## src/rtl/ps2_scan_ctrl.sv

```systemverilog
// PS/2 Set-2 scan-code sequencer: folds E0/F0 prefixes into one key event,
// holds it behind a valid/ack handshake and gates the byte receiver meanwhile.
module ps2_scan_ctrl #(
   parameter int unsigned TIMEOUT_CYC = 500000,
   parameter int unsigned TW          = 19
) (
   input  logic       clk,
   input  logic       reset,
   input  logic       rx_done_tick,
   input  logic [7:0] rx_data,
   output logic       rx_en,
   output logic       key_valid,
   output logic [7:0] key_code,
   output logic       key_release,
   output logic       key_ext,
   input  logic       key_ack,
   output logic       err_tick,
   output logic       overrun_tick
);

   typedef enum logic [2:0] {StIdle, StBrk, StExt, StExtBrk, StHold} state_e;

   localparam logic [TW-1:0] WdLast = TW'(TIMEOUT_CYC - 1);

   state_e        state_q, state_d;
   logic [7:0]    code_q, code_d;
   logic          rel_q, rel_d;
   logic          ext_q, ext_d;
   logic          err_q, err_d;
   logic          ovr_q, ovr_d;
   logic [TW-1:0] wd_q, wd_d;

   logic is_e0, is_f0, is_ign, in_prefix;

   always_comb begin
      is_e0     = (rx_data == 8'hE0);
      is_f0     = (rx_data == 8'hF0);
      in_prefix = (state_q == StBrk) || (state_q == StExt) || (state_q == StExtBrk);
      case (rx_data)
         8'h00, 8'hAA, 8'hEE, 8'hFA, 8'hFC, 8'hFD, 8'hFE, 8'hFF: is_ign = 1'b1;
         default:                                                is_ign = 1'b0;
      endcase

      state_d = state_q;
      code_d  = code_q;
      rel_d   = rel_q;
      ext_d   = ext_q;
      err_d   = 1'b0;
      ovr_d   = 1'b0;
      wd_d    = '0;

      case (state_q)
         StIdle: begin
            if (rx_done_tick) begin
               if (is_e0) begin
                  state_d = StExt;
               end else if (is_f0) begin
                  state_d = StBrk;
               end else if (!is_ign) begin
                  state_d = StHold;
                  code_d  = rx_data;
                  rel_d   = 1'b0;
                  ext_d   = 1'b0;
               end
            end
         end
         StBrk, StExtBrk: begin
            if (rx_done_tick) begin
               if (is_e0 || is_f0) begin
                  state_d = StIdle;
                  err_d   = 1'b1;
               end else begin
                  state_d = StHold;
                  code_d  = rx_data;
                  rel_d   = 1'b1;
                  ext_d   = (state_q == StExtBrk);
               end
            end
         end
         StExt: begin
            if (rx_done_tick) begin
               if (is_f0) begin
                  state_d = StExtBrk;
               end else if (is_e0) begin
                  state_d = StIdle;
                  err_d   = 1'b1;
               end else begin
                  state_d = StHold;
                  code_d  = rx_data;
                  rel_d   = 1'b0;
                  ext_d   = 1'b1;
               end
            end
         end
         StHold: begin
            // A byte landing here is lost even when the ack frees us this cycle.
            ovr_d = rx_done_tick;
            if (key_ack) begin
               state_d = StIdle;
            end
         end
         default: state_d = StIdle;
      endcase

      // Watchdog only runs between bytes of a prefix; a byte always wins over expiry.
      if (in_prefix && !rx_done_tick) begin
         if (wd_q == WdLast) begin
            state_d = StIdle;
            err_d   = 1'b1;
         end else begin
            wd_d = wd_q + TW'(1);
         end
      end
   end

   always_ff @(posedge clk or posedge reset) begin
      if (reset) begin
         state_q <= StIdle;
         code_q  <= 8'h00;
         rel_q   <= 1'b0;
         ext_q   <= 1'b0;
         err_q   <= 1'b0;
         ovr_q   <= 1'b0;
         wd_q    <= '0;
      end else begin
         state_q <= state_d;
         code_q  <= code_d;
         rel_q   <= rel_d;
         ext_q   <= ext_d;
         err_q   <= err_d;
         ovr_q   <= ovr_d;
         wd_q    <= wd_d;
      end
   end

   assign rx_en        = (state_q != StHold);
   assign key_valid    = (state_q == StHold);
   assign key_code     = code_q;
   assign key_release  = rel_q;
   assign key_ext      = ext_q;
   assign err_tick     = err_q;
   assign overrun_tick = ovr_q;

endmodule
```

## config.mk

```make
export PLATFORM = sky130hd
export DESIGN_NAME = ps2_scan_ctrl
export DESIGN_NICKNAME = d
export VERILOG_FILES = /design/src/rtl/ps2_scan_ctrl.sv
export SDC_FILE = /design/constraint.sdc
export NUM_CORES = 1
export LEC_CHECK = 0
export CAP_MARGIN = 15
export CELL_PAD_IN_SITES_DETAIL_PLACEMENT = 1
export CELL_PAD_IN_SITES_GLOBAL_PLACEMENT = 1
export CORE_UTILIZATION = 46
export CTS_BUF_LIST = sky130_fd_sc_hd__clkbuf_8
export CTS_CLUSTER_SIZE = 10
export DETAILED_ROUTE_END_ITERATION = 16
export HOLD_SLACK_MARGIN = 0.05
export PLACE_DENSITY_LB_ADDON = 0.1
export SYNTH_ARGS = -nofsm -noshare
export SYNTH_HDL_FRONTEND = slang
export SYNTH_SLANG_ARGS = --single-unit
```

## constraint.sdc

```tcl
create_clock -name clk -period 3.01 [get_ports clk]
set_input_delay 0.7525 -clock clk [delete_from_list [all_inputs] [get_ports clk]]
set_output_delay 0.7525 -clock clk [all_outputs]
set_load 0.02 [all_outputs]
```

* Word-level counts from Yosys, hierarchy flattened
Index checks and enable logic that the tools add are counted.
Word-level totals: flip-flop bits (word level) 34, bits of input ports 12, output and inout port bits 14, word-level logic and storage cells 94
Cells by class: add/subtract/negate cells 1, eq/ne operators 24, mux-type cells 51, reductions and logical operators 11
Operators by type and width (count):
- 8-bit == test (second input constant) | 9
- 8-bit two-way mux | 9
- 19-bit two-way mux | 2
- 3-bit two-way mux | 12
- 8-bit case mux with 3 select lines | 1
- 1-bit two-way mux | 23
- 19-bit by 1-bit adder with 19-bit output (second input constant) | 1
- 19-bit == test (second input constant) | 1
- 2-bit inequality test (second input constant) | 9
- 3-bit case mux with 4 select lines | 1
- 10-bit AND reduction | 1
- 8-bit logical NOT | 1
- 8-bit OR reduction | 1
- 3-bit by 2-bit == test with 1-bit output (second input constant) | 2
- 1-bit case mux with 3 select lines | 2
- 3-bit by 1-bit == test with 1-bit output (second input constant) | 1
- 3-bit == test (second input constant) | 1
- 3-bit logical NOT | 1
- 1-bit logical OR | 3
- 3-bit inequality test (second input constant) | 1
- 3-bit nonzero test | 1
- 1-bit case mux with 2 select lines | 1
- 2-bit OR reduction | 1
- 1-bit logical AND | 1
- 1-bit logical NOT | 1

* Depth between registers and ports, before layout
Gate-level depths: netlist (run 1).
word-level depth 10, depth in mapped cells 7, depth with buffers taken out 5

* Least setup slack after synthesis (run 1)
OpenSTA, ideal clock, no wires.
path type input to register, from in rx_data[1], to reg code_q[0] (netlist: key_code[0]), data arrival time 2.135 ns, required time 2.885 ns, slack 0.750 ns, stages on the path 5, buffers on the path 1, path through or4_1 nor2_1 nor4b_1 clkbuf_1 mux2_2
On the way: word-level cells in the longest chain between the ends 5, elaborated cells on any way between the ends 20, classes of those cells eq/ne: 15; mux: 1; reduce/logical: 4
Ends and longest elaborated chain:
- start, declared | RTL line 10 | input logic [7:0] rx_data,
- 8-bit == test or 8-bit logical NOT (tied branches) | RTL line 39 | case (rx_data)
- 8-bit OR reduction | RTL line 39
- 1-bit two-way mux | RTL line 39
- 2-bit inequality test (no line)
- 10-bit AND reduction (no line) *
- end signal, assigned | RTL line 127 | code_q <= code_d;
- end, declared | RTL line 26 | logic [7:0] code_q, code_d;
Every way passes the cells marked *; elsewhere a longest branch is shown, timed or not. A chain may end at the register's enable or synchronous reset.

* Final worst setup path (run 1)
from in rx_data[3], to reg code_q[4] (netlist: key_code[4])
The elaborated chain is that of the path after synthesis.

==> metrics.txt, run 1 <==
clock-pin transition on the worst setup and hold timing paths 0.07 ns; Chip Width 61.8 µm; GRT Util Overall 23.8%; Setup Skew 0.00913 ns; period utilization 88.9%; crit-path max FO 7; Final setup viols 0; WHS 0.492 ns; placement row count 21; die height 61.8 µm; clock share of power 33.2%; PortBufs 25; Post-route DRC 0; initial core utilization 48.5%; Worst VDD drop 0.000291 V; Ant. Diodes 0; critical path's largest stage delay 0.70 ns; gp weighted congestion 0.806; detailed-route via count 1313; met2 usage in global routing 39.9%; RSZ-0062 raised after global routing no; Gate power share 18.5%; Seq pwr share 48.2%; antenna violations before repair 0; setup TNS 0 ns; area leader, netlist dfrtp_1; Pwr Total 1.05 mW; Post-CTS Hold Fix Bufs 0; CTS tree done; Sw Share 26.6%; Slew @ Worst Pin 0.776 ns; RR Startpoint state_q[1]; Ys Warns 0; crit-path cells clkdlybuf4s50_1, or4_1, a211oi_1, nor4b_2, buf_4, mux2_2; clock sink count 34; HPWL Detailed 2970 µm; post-synthesis cell area 1640 µm²; placed cells 229; post-CTS setup buffers 0; io pins 26; CP Launch Type input pin; Min Clock Period, post-route 2.68 ns; PD cells 506 nW/µm²; sequential fraction of the synthesis area 51.8%; P_int 773 µW; reg2reg setup slack 0.78 ns; CTS buffer count 5; crit path capture key_code[4]; main area contributors after synthesis dfrtp_1 52%, mux2_2 6.2%, nor2_1 3.9%; met1 layer usage reported by global route 27.3%; Max Root-Sink Buffers 2; post-layout util 61.4%; total grt overflow 0; synthesized netlist net count 171; DIE AREA 3820 µm²; Leak 0.818 nW; Post-Route WL 4000 µm; Hold Path Class reg2reg; Cell variety after synth 39; Clock Latency Late Sink 0.29 ns; Area Overhead vs Synth 26.6%; share of cells above drive strength 1 15.5%; global-route wire length before repair 6350 µm; WL/cell 16.7 µm; Post-Syn Instances 158; Max Cap Viol 0; post-CTS resize count 0; busiest metal layer after global routing met2; Synth Register Bits 34; vias in the first global route 1397; Reg2Reg Depth 5; WP data required 3.18 ns; Fill cells 373; Psw 280 µW; clk root buf clkbuf_8; drt via density 5.49; endpoints failing hold 0; slowest CP cell nor4b_2; worst setup path start rx_data[3]; met3 usage 8.70%; Worst slew margin 48.1%; area share of the largest cell type after synthesis 51.8%; reg-to-reg endpoint key_code[4]; Routed Antenna Nets 0; DR iter-0 viols 58; syn_area_per_cell 10.4 µm²; Worst EP arrival 2.84 ns; status finished, final reports clean; f_max 374 MHz; Non-Filler Instances 239; WS Path Type in2reg; core region area 3390 µm²; CP endpoint kind flip-flop; Slew Limit Fails 0; CTS H-tree depth 2; drt pass-1 iters 4; Layout Nets 205; largest net degree at the start of global routing 35
Yosys cell counts:
master,instances
nand2b_1,2
dfrtp_1,34
a211oi_1,2
and3_1,1
or4b_1,1
nand2_1,10
nand3b_1,1
nor3b_1,2
inv_1,8
a32oi_1,1
xnor2_1,5
a21oi_1,6
o21ai_0,4
ha_1,1
or3_1,1
o21bai_1,2
nand3_1,6
or2_2,1
or4_1,6
a21o_1,1
and2_1,1
and4_4,1
clkbuf_1,3
nor2b_1,2
nand4_1,4
nor3_1,3
nor4b_1,3
o31ai_1,3
a31o_2,1
and4_1,2
mux2_2,9
nand4b_1,1
nor2_1,17
o22ai_1,1
a2111oi_0,1
o41ai_1,1
buf_2,1
xor2_1,6
or3_2,3
worst min path at each step:
stage / from / end / slack, ns / cells after the start
3_3_place_gp: wd_q[0] / wd_q[0] / 0.48 / 1
4_1_cts: wd_q[0] / wd_q[0] / 0.50 / 1
2_1_floorplan: wd_q[0] / wd_q[0] / 0.45 / 1
3_5_place_dp: wd_q[0] / wd_q[0] / 0.49 / 1
5_1_grt: wd_q[0] / wd_q[0] / 0.51 / 1
6_report: wd_q[0] / wd_q[0] / 0.49 / 1
power by group through the flow:
stage	clock (mW)	combinational (mW)	sequential, mW
after CTS	0.361	0.195	0.509
after global routing	0.379	0.208	0.511
after detailed placement	0	0.194	0.516
after floorplan	0	0.0563	0.547
final	0.350	0.195	0.508
after global placement	0	0.189	0.516
area by class of cell:
| cell class | instances | area (µm²) | share of cell area (%) |
|---|---|---|---|
| clock buffers | 6 | 82.6 | 3.97 |
| clock inverters | 2 | 12.5 | 0.601 |
| inverters | 8 | 30.0 | 1.44 |
| multi-input cells | 112 | 753 | 36.2 |
| flip-flops and latches | 34 | 851 | 40.9 |
| well taps | 46 | 57.6 | 2.76 |
| repair buffers | 31 | 295 | 14.2 |
cells by family (layout without fill, tap and decap cells):
family                   Yosys count  in the layout  share of synthesized area [%]
buffers and inverters             12             47                           2.82
AO/OA/AOI/OAI                     23             23                           9.21
AND/OR/NAND/NOR                   68             68                           23.4
flip-flops                        34             34                           51.8
multiplexers                       9              9                           6.16
adder cells (fa/ha/maj)            1              1                          0.761
XOR/XNOR                          11             11                           5.86
cell usage in the layout (no fill, tap or decap), types with 2 or more instances in the layout:
master | Yosys | final
nand3_1 | 6 | 6
xnor2_1 | 5 | 5
nor3_1 | 3 | 3
nand2_1 | 10 | 10
xor2_1 | 6 | 6
nor2b_1 | 2 | 2
and4_1 | 2 | 2
o21ai_0 | 4 | 4
or4_1 | 6 | 6
nand2b_1 | 2 | 2
clkbuf_8 | 0 | 6
a21oi_1 | 6 | 6
clkdlybuf4s50_1 | 0 | 25
nand4_1 | 4 | 4
or3_2 | 3 | 3
nor2_1 | 17 | 17
nor3b_1 | 2 | 2
o21bai_1 | 2 | 2
mux2_2 | 9 | 9
dfrtp_1 | 34 | 34
o31ai_1 | 3 | 3
nor4b_1 | 3 | 2
a211oi_1 | 2 | 2
inv_1 | 8 | 8
buf_4 | 0 | 6
state kept, by name (all words and copies together) (netlist names):
| signal | cells |
|---|---|
| state_q | 3 |
| overrun_tick | 1 |
| wd_q | 19 |
| key_release | 1 |
| key_code | 8 |
| key_ext | 1 |
| err_tick | 1 |
routing by layer:
| layer | up-vias | share of wire [%] |
|---|---|---|
| li1 | 634 | - |
| met1 | 651 | 43 |
| met2 | 20 | 52 |
| met3 | 8 | 3.7 |
| met4 | 0 | 1.8 |
| met5 | - | 0 |
per-stage QoR:
step / setup WS [ns] / cell area, µm²
global route: 0.202 / 2080
global placement: 0.0198 / 1970
detailed placement: -0.0744 / 1970
finish: 0.334 / 2080
CTS: 0.230 / 2070
floorplan: 0.750 / 1640
critical path: cells and delay by family:
| family | cells | cell delay [ns] |
|---|---|---|
| buf+inv | 2 | 0.80 |
| mux | 1 | 0.34 |
| simple gates | 2 | 0.86 |
| compound gates | 1 | 0.09 |
Power figures use the tool's default switching activity.
==> run 2, diff against run 1 <==
Settings changed: ABC_CLOCK_PERIOD_IN_PS set to 3010.
==> results of run 2 <==
No change in the layout: final DEF, timing and power equal those of run 1.
==> run 3, diff against run 2 <==
Settings changed: CAP_MARGIN 15 to unset.
==> metrics.txt, run 3 (synthesized netlist as in run 1, its figures left out) <==
Fill cells 369 (-1.1%); global-route wire length before repair 6350 µm (unchanged); setup TNS 0 ns (unchanged); clock-pin transition on the worst setup and hold timing paths 0.07 ns (about the same); Post-route DRC 0 (unchanged); core region area 3390 µm² (unchanged); Largest register FFs 19 (unchanged); most frequent cells in the layout 34 x dfrtp_1, 25 x clkdlybuf4s50_1, 17 x nor2_1; WP data required 3.18 ns (about the same); Clock Latency Late Sink 0.29 ns (about the same); gp weighted congestion 0.806 (unchanged); PD cells 508 nW/µm² (+0.47%); pre-CTS setup slack -0.0744 ns (unchanged); Min Clock Period, post-route 2.80 ns (+0.125 ns); CP endpoint kind flip-flop; initial core utilization 48.5% (unchanged); Slew Limit Fails 0 (unchanged); post-CTS resize count 0 (unchanged); drt via density 5.53 (+0.61%); hold_sp wd_q[0]; antenna violations before repair 0 (unchanged); Chip Width 61.8 µm (unchanged); Pwr Total 1.05 mW (-0.26%); io pins 26 (unchanged); post-CTS setup buffers 0 (unchanged); fin worst setup slack 0.208 ns (-0.125 ns); Final setup viols 0 (unchanged); Setup Skew 0.00990 ns (+0.000770 ns); die height 61.8 µm (unchanged); most common cell after layout, fill and taps aside dfrtp_1; Routed Antenna Nets 0 (unchanged); Ant. Diodes 0 (unchanged); total grt overflow 0 (unchanged); reg2reg setup slack 0.64 ns (-0.14 ns); met3 usage 8.70% (unchanged); Slew @ Worst Pin 1.21 ns (+0.439 ns); reg-to-reg endpoint wd_q[18]; met1 layer usage reported by global route 27.3% (unchanged); WHS 0.493 ns (+0.000614 ns); clock sink count 34 (unchanged); busiest metal layer after global routing met2; placement row count 21 (unchanged); DIE AREA 3820 µm² (unchanged); CTS buffer count 5 (unchanged); crit-path max FO 11 (+4); Post-Route WL 3950 µm (-1.1%); met2 usage in global routing 39.9% (unchanged); Seq pwr share 48.4% (+0.2 points); DR iter-0 viols 53 (-8.6%); PortBufs 25 (unchanged); CP Launch Type input pin; period utilization 93.1% (+4.2 points); Hold Path Class reg2reg; Sw Share 26.6% (about the same); Worst EP arrival 2.97 ns (+0.13 ns); WHS Path Cells 1 (unchanged); P_int 771 µW (-0.22%); WS Path Type in2reg; Max Cap Viol 0 (unchanged); GRT Util Overall 23.8% (unchanged); WL/cell 16.7 µm (-0.27%); drt pass-1 iters 4 (unchanged); f_max 357 MHz (-4.5%); largest net degree at the start of global routing 35 (unchanged); worst hold endpoint wd_q[0]; status finished, final reports clean; Leak 0.809 nW (-1.1%); Area Overhead vs Synth 25.7%; Worst VDD drop 0.000292 V (+0.52%); Gate power share 18.3% (-0.2 points); clock share of power 33.3% (about the same); Reg with most FFs wd_q; Psw 279 µW (-0.35%); Max Root-Sink Buffers 2 (unchanged); CTS H-tree depth 2 (unchanged); CTS tree done; Reg area 851 µm² (unchanged); Post-CTS Hold Fix Bufs 0 (unchanged); Reg2Reg Depth 5 (unchanged); RR Startpoint wd_q[0]; Worst slew margin 18.8% (-29 points); detailed-route via count 1310 (-0.23%); HPWL Detailed 2970 µm (unchanged); Layout Nets 203 (-0.98%); clk root buf clkbuf_8; Multi-input gate area 753 µm² (unchanged); endpoints failing hold 0 (unchanged); share of cells above drive strength 1 14.7% (-0.88 points); vias in the first global route 1397 (unchanged); RSZ-0062 raised after global routing no
-- run 3: worst max path at each step --
stage,start,to,slack (ns)
after detailed placement,rx_data[1],key_code[7],-0.07
final,rx_data[1],key_code[7],0.21
after global placement,rx_data[1],key_code[3],0.02
after CTS,rx_data[2],key_code[7],0.23
after floorplan,rx_data[1],key_code[0],0.75
after global routing,rx_data[2],key_ext,0.04
-- run 3: power groups by stage --
stage / Sequential (mW) / Combinational [mW] / Clock (mW)
4_1_cts: 0.509 / 0.195 / 0.361
6_report: 0.508 / 0.193 / 0.349
3_3_place_gp: 0.516 / 0.189 / 0
5_1_grt: 0.511 / 0.205 / 0.379
2_1_floorplan: 0.547 / 0.0563 / 0
3_5_place_dp: 0.516 / 0.194 / 0
-- run 3: final cells by class --
cell class,count,share of cell area [%]
Sequential cell,34,41.2
Multi-Input combinational cell,112,36.4
Timing Repair Buffer,29,13.6
Clock buffer,6,4.00
Tap cell,46,2.78
Inverter,8,1.45
Clock inverter,2,0.605
-- run 3: stage by stage --
| stage | utilization, % | cells | cell area, µm² |
|---|---|---|---|
| final | 61.0 | 237 | 2070 |
| after detailed placement | 58.2 | 229 | 1970 |
| after floorplan | - | 158 | 1640 |
| after CTS | 61.0 | 237 | 2070 |
| after global placement | 58.2 | 229 | 1970 |
| after global routing | 61.0 | 237 | 2070 |
-- run 3: critical path, cell delays in order --
cell and delay, ns:
clkdlybuf4s50_1 0.53, or4_1 0.16, nor2_1 0.07, nor4b_2 1.02, mux2_2 0.43
-- run 3: routing by layer --
layer  routed length, µm  part of all wire, %  vias up
met5                   0                    0        -
met4                  55                  1.4        0
met3                 171                  4.3        6
met2                2080                   53       27
met1                1650                   42      645
li1                    -                    -      632
